--- src/rtl/play_control.sv ---
`default_nettype none
// ============================================================================
// Module   : play_control
// Purpose  : Lane-change sequencer for the player sprite: erase, reload, redraw.
// Revision : 1.0
// ============================================================================
module play_control #(
    parameter int PW = 16,
    parameter int PH = 8
) (
    input  logic       clock,
    input  logic       reset,
    input  logic       move_left,
    input  logic       move_right,
    output logic       ld_1,
    output logic       ld_2,
    output logic       ld_3,
    output logic       ld_4,
    output logic       erase,
    output logic       draw,
    output logic       plot,
    output logic [4:0] x_off,
    output logic [3:0] y_off,
    output logic [1:0] lane,
    output logic       busy
);

    typedef enum logic [2:0] {
        INIT_LOAD = 3'd0,
        INIT_DRAW = 3'd1,
        IDLE      = 3'd2,
        ERASE_SET = 3'd3,
        ERASE_PIX = 3'd4,
        LOAD      = 3'd5,
        DRAW_PIX  = 3'd6
    } state_t;

    typedef enum logic [1:0] {
        P_NONE  = 2'd0,
        P_LEFT  = 2'd1,
        P_RIGHT = 2'd2
    } pend_t;

    localparam logic [4:0] X_LAST = 5'(PW - 1);
    localparam logic [3:0] Y_LAST = 4'(PH - 1);

    state_t     state, state_n;
    pend_t      pending, pending_n;
    logic [1:0] target, target_n;
    logic       prev_left, prev_right;
    logic       rise_l, rise_r;
    logic       last_pix, scan, take, accept, ld_en, target_ok;
    logic [1:0] ld_sel;

    assign rise_l   = move_left  & ~prev_left;
    assign rise_r   = move_right & ~prev_right;
    assign last_pix = (x_off == X_LAST) && (y_off == Y_LAST);

    always_comb begin
        target_n  = (pending == P_LEFT) ? lane - 2'd1 : lane + 2'd1;
        target_ok = (pending == P_LEFT) ? (lane != 2'd0) : (lane != 2'd3);
    end

    always_comb begin
        state_n = state;
        busy    = 1'b1;
        plot    = 1'b0;
        erase   = 1'b0;
        draw    = 1'b0;
        ld_en   = 1'b0;
        ld_sel  = lane;
        scan    = 1'b0;
        take    = 1'b0;
        accept  = 1'b0;
        case (state)
            INIT_LOAD: begin
                draw    = 1'b1;
                ld_en   = 1'b1;
                state_n = INIT_DRAW;
            end
            INIT_DRAW, DRAW_PIX: begin
                plot = 1'b1;
                scan = 1'b1;
                if (last_pix) state_n = IDLE;
            end
            IDLE: begin
                busy = 1'b0;
                if (pending != P_NONE) begin
                    take = 1'b1;
                    // Out-of-range requests are simply dropped.
                    if (target_ok) begin
                        accept  = 1'b1;
                        state_n = ERASE_SET;
                    end
                end
            end
            ERASE_SET: begin
                erase   = 1'b1;
                state_n = ERASE_PIX;
            end
            ERASE_PIX: begin
                plot = 1'b1;
                scan = 1'b1;
                if (last_pix) state_n = LOAD;
            end
            LOAD: begin
                draw    = 1'b1;
                ld_en   = 1'b1;
                ld_sel  = target;
                state_n = DRAW_PIX;
            end
            default: state_n = INIT_LOAD;
        endcase
        // While reset is held the outputs show the reset values.
        if (reset) begin
            busy   = 1'b1;
            plot   = 1'b0;
            erase  = 1'b0;
            draw   = 1'b0;
            ld_en  = 1'b1;
            ld_sel = 2'd0;
        end
    end

    always_comb begin
        pending_n = take ? P_NONE : pending;
        if (rise_l ^ rise_r) pending_n = rise_l ? P_LEFT : P_RIGHT;
    end

    assign ld_1 = ld_en && (ld_sel == 2'd0);
    assign ld_2 = ld_en && (ld_sel == 2'd1);
    assign ld_3 = ld_en && (ld_sel == 2'd2);
    assign ld_4 = ld_en && (ld_sel == 2'd3);

    always_ff @(posedge clock) begin
        prev_left  <= move_left;
        prev_right <= move_right;
        if (reset) begin
            state   <= INIT_LOAD;
            pending <= P_NONE;
            lane    <= 2'd0;
            target  <= 2'd0;
            x_off   <= 5'd0;
            y_off   <= 4'd0;
        end else begin
            state   <= state_n;
            pending <= pending_n;
            if (accept) target <= target_n;
            if (state == LOAD) lane <= target;
            if (scan) begin
                if (x_off == X_LAST) begin
                    x_off <= 5'd0;
                    y_off <= (y_off == Y_LAST) ? 4'd0 : y_off + 4'd1;
                end else begin
                    x_off <= x_off + 5'd1;
                end
            end
        end
    end

endmodule
`default_nettype wire

--- config.mk ---
export PLATFORM = sky130hd
export DESIGN_NAME = play_control
export DESIGN_NICKNAME = d
export VERILOG_FILES = /design/src/rtl/play_control.sv
export SDC_FILE = /design/constraint.sdc
export NUM_CORES = 1
export LEC_CHECK = 0
export CORE_MARGIN = 3
export CORE_UTILIZATION = 53
export DETAILED_ROUTE_END_ITERATION = 8
export GPL_TIMING_DRIVEN = 0
export HOLD_SLACK_MARGIN = 0.08
export PLACE_DENSITY = 0.92
export SETUP_SLACK_MARGIN = 0.4
export SLEW_MARGIN = 15
export SYNTH_ARGS = -nofsm -noshare
export SYNTH_HDL_FRONTEND = slang
export SYNTH_SLANG_ARGS = --single-unit
--- constraint.sdc ---
create_clock -name clock -period 2.57 [get_ports clock]
set_input_delay 0.3855 -clock clock [delete_from_list [all_inputs] [get_ports clock]]
set_output_delay 0.3855 -clock clock [all_outputs]
set_load 0.01 [all_outputs]
; ---- Word level (Yosys, flattened, before mapping)
; Index checks and enable logic that the tools add are counted.
[op_classes]
n_bitwise = 5
mux = 28
addsub = 4
eq_ne = 17
reduce_logical = 15
[ops]
columns = cell, n
row1 = $pmux W3 S6, 1
row2 = $mux W1, 15
row3 = $mux W2, 6
row4 = $mux W3, 4
row5 = $ne A2 B2 Y1 const B, 5
row6 = $eq A3 B3 Y1 const B, 3
row7 = $eq A3 B2 Y1 const B, 2
row8 = $reduce_bool A2 Y1, 3
row9 = $add A5 B1 Y5 const B, 1
row10 = $eq A5 B4 Y1 const B, 1
row11 = $logic_and A1 B1 Y1, 5
row12 = $mux W5, 1
row13 = $add A4 B1 Y4 const B, 1
row14 = $eq A2 B1 Y1 const B, 2
row15 = $eq A2 B2 Y1 const B, 2
row16 = $eq A4 B3 Y1 const B, 1
row17 = $mux W4, 1
row18 = $reduce_and A4 Y1, 1
row19 = $reduce_or A2 Y1, 2
row20 = $eq A3 B1 Y1 const B, 1
row21 = $logic_not A3 Y1, 1
row22 = $reduce_or A3 Y1, 1
row23 = $add A2 B1 Y2 const B, 1
row24 = $and A1 B1 Y1, 2
row25 = 5 further kinds, 6
[word_totals]
input_bits = 4
reg_bits = 20
elab_cells = 77
output_inout_bits = 19

; ---- Logic depth before layout (Yosys ltp)
[depth]
word_depth = 5
depth_mapped = 6
ltp_nobuf = 6

; ---- Worst setup path after synthesis
; No wires, ideal clock.
[synth_timing]
path_kind = register to output
startpoint = reg state[1]
endpoint = out ld_2
t_arrival_ps = 1466
required_time_ps = 2184
n_path_buf = 1
setup_slack_ps = 718
path_stages_with_launch = 6
path_cell_list = dfxtp_1 > buf_2 > nand3b_1 > mux2i_1 > nor2_1 > nor4_1
[synth_via]
elab_chain_len = 5
word_cells_on_any_way = 9
classes_between = 2 x eq/ne / 4 x mux / 3 x reduce/logical
[synth_rtl]
columns = element, line_no
row1 = "start, declared", 47  ; state_t state, state_n;
row2 = "start signal, assigned", 146  ; state <= state_n;
row3 = $eq A3 B3 Y1, 75  ; case (state)
row4 = $mux W2 (2 in a row), -
row5 = net ld_sel[1], 53  ; logic [1:0] ld_sel;
row6 = $eq A2 B1 Y1, 131  ; assign ld_2 = ld_en && (ld_sel == 2'd1);
row7 = $logic_and A1 B1 Y1, 131
row8 = "end, declared", 16  ; output logic ld_2,
; The timed path passes the listed nets, and every way through them passes these cells.

; ---- Worst setup path after layout
; Ends and elaborated chain as after synthesis.

==> metrics.md <==
| Metric | Value |
|---|---|
| Outcome | finished, final reports clean |
| Fin area | around 1500 um2 |
| Fmax | around 440 MHz |
| Slew Limit Fails | 0 |
| R2r setup slk | around 0.80 ns |
| Total GRT Usage | 0.222 |
| Routed WL | 2.90 mm |
| Cell family with most CP delay | simple AND/OR/NAND/NOR gates |
| Yosys reg bits | 20 |
| Nets | roughly 170 |
| Detailed placer's ending HPWL | between 1.5 and 2 mm |
| Pin count of the biggest net entering global routing | 12 |
| Placed Cells | ~170 |
| Arr. time, crit path | roughly 1.9 ns |
| Avg WL per Cell | around 16 um |
| Critical-path cell list | buf_6 > nand3b_1 > mux2i_2 > nor2_2 > nor4_2 > buf_2 |
| Die width | 51.7 um |
| LEAKAGE | slightly below 0.6 nW |
| Fraction of registers with async set/reset | 0 |
| Io pins | 23 |
| Final Hold Fails | 0 |
| CP Launch Type | flip-flop |
| DR iter-0 viols | 48 |
| Starting Density | 0.601 |
| Peak VDD IR | roughly 0.00057 V |
| Number of synthesized flops with an enable pin | 0 |
| Register area share after synthesis | 0.362 |
| Global-route wire length before repair | between 4 and 5 mm |
| Full die area | approximately 2700 um2 |
| Worst EP required | 2.18 ns |
| Post-Syn Instances | between 100 and 150 |
| CP endpoint kind | output port |
| Routed Antenna Nets | 0 |
| Port bufs | 21 |
| Dominant cell type by area after synthesis | dfxtp_1 |
| Critical path type | flip-flop to output port |
| Root Buffer | clkbuf_4 |
| Maximum fanout along the worst path | 6 |
| Setup_tns | 0 ns |
| Cell variety after synth | 40 |
| Synth Flop Type | dfxtp_1 |
| Residual DRC | 0 |
| Vias in the first global route | 1002 |
| Final period util | 0.887 |
| Relative slew slack | 0.626 |
| Hold crit path type | primary input to flip-flop |
| Vias per cell | approximately 5.9 |
| Share of cells above drive strength 1 | 0.228 |
| Clk sink count | 20 |
| Critical path buffers and inverters | 2 |
| Clock skew | roughly 0.0031 ns |
| ANT cells | 0 |
| Post-synth top area share | 0.362 |
| Clock Path Buffers | 2 |
| Clk Latency, worst-skew pair | about 0.31 ns |
| Layout Cells excl Fill | 187 |
| Crit path time final | 2.28 ns |
| Initial antenna violation count | 0 |
| Drt pass-1 iters | 7 |
| Slew @ Worst Pin | 0.561 ns |
| Mapped Area | approximately 1100 um2 |
| Slowest-stage cell, CP | dfxtp_4 |
| Final Setup Violations | 0 |
| Unrepaired setup endpoints after global routing | true |
| FP Rows | 15 |
| Cell Pwr Density | about 720 nW/um2 |
| RD Place Congestion | between 0.7 and 0.8 |
| H-tree level count | 1 |
| Vias | 1102 |
| Placed Area | 1350 um2 |
| CTS tree | done |
| Grt total ovfl | 0 |
| Crit path largest cell delay | about 0.36 ns |
| Max Cap Viol | 0 |
| Chip Height | just over 50 um |
| Avg Cell Area, Syn | approximately 8.7 um2 |
| Synth top area cells | dfxtp_1 36%, nor2_1 4.8%, ha_1 4.5%, mux2i_1 4.5%, a21oi_1 4.1% |
| Clock slew at reported path FFs | between 0.1 and 0.15 ns |
| CTS buffer count | 3 |
| Post-synth net total | around 140 |
| Syn. warnings | 0 |
| Area Overhead vs Synth | 34.4% |
| Core Footprint | ~1800 um2 |
## layer usage
layer / share of wire / track usage / wire length [um] / vias up
met5: 0 / 0 / 0 / -
met2: 0.49 / 0.358 / 1430 / 43
li1: - / - / - / 529
met3: 0.059 / 0.0430 / 172 / 7
met4: 0.018 / 0.105 / 53 / 0
met1: 0.43 / 0.283 / 1250 / 523
## synth_stat cells, drive strengths merged (4+ instances only)
library cell / count
ha: 4
nor2b: 4
mux2i: 5
clkbuf: 4
a21oi: 9
nand2b: 5
nor3b: 4
o21ai: 10
inv: 4
nor2: 14
buf: 5
dfxtp: 20
## final cells by class
| type | instances | area [um2] |
|---|---|---|
| Timing Repair Buffer | 31 | 267 |
| Tap cell | 25 | 31.3 |
| Fill cell | 134 | 353 |
| Buffer | 9 | 63.8 |
| Inverter | 4 | 15.0 |
| Multi-Input combinational cell | 94 | 669 |
| Clock buffer | 4 | 36.3 |
| Sequential cell | 20 | 404 |
## timing repair
action	CTS	global route
hold buffers	0	0
setup buffers	4	6
endpoints found under the setup margin	7	8
gates cloned	0	0
endpoints found under the hold margin	0	0
pin swaps	1	5
resized for setup	24	12
## final timing paths
path	startpoint	end	cells past startpoint
worst min-delay path	reset	lane[1]$_DFF_P_	2
worst max-delay path	state[1]$_SDFFE_PP0P_	ld_2	6
worst min register to register	y_off[1]$_SDFFE_PP0P_	y_off[1]$_SDFFE_PP0P_	2
worst max register to register	x_off[0]$_SDFFE_PP0N_	y_off[3]$_SDFFE_PP0P_	6
## state kept, by name (all words and copies together), names as in the netlist
register,flops
target,2
pending,2
x_off,5
prev_left,1
state,3
y_off,4
lane,2
prev_right,1
## cell usage in the layout (no fill, tap or decap), types with 2 or more instances in the layout
cell type         n
a21oi_1           9
a2bb2oi_1         3
a311oi_1          2
a31o_2            2
a41oi_1           2
buf_2             3
buf_4            12
buf_6             3
clkbuf_1          4
clkbuf_4          3
clkdlybuf4s50_1  15
dfxtp_1          19
ha_1              4
inv_1             4
mux2i_1           3
mux2i_2           2
nand2_1           3
nand2b_1          5
nand3_1           3
nand3b_1          2
nor2_1           13
nor2b_1           4
nor3_1            2
nor3b_1           3
nor4_2            2
o211ai_1          2
o21ai_0           9
xor2_1            2
## stage by stage
stage / total power, W / hold slack (ns) / setup WS (ns) / utilization
global placement: 0.000761 / 0.454 / 0.202 / 0.733
detailed placement: 0.000782 / 0.495 / 0.120 / 0.733
CTS: 0.000975 / 0.511 / 0.186 / 0.777
finish: 0.00107 / 0.504 / 0.291 / 0.808
global route: 0.00113 / 0.526 / 0.157 / 0.808
floorplan: 0.000660 / 0.413 / 0.718 / -
## logic make-up after synthesis
group,Yosys count,synth area share
simple gates,48,0.253
compound gates,35,0.215
flops,20,0.362
buf+inv,13,0.0633
mux,5,0.0453
fa+ha+maj,4,0.0453
xor+xnor,2,0.0158
## report_power, final
part           total (W)  switching (W)  internal [W]  leakage (nW)
clock           0.000188       0.000102     0.0000866        0.0210
combinational   0.000502       0.000243      0.000259         0.398
sequential      0.000383      0.0000348      0.000348         0.164
Power figures use the tool's default switching activity.
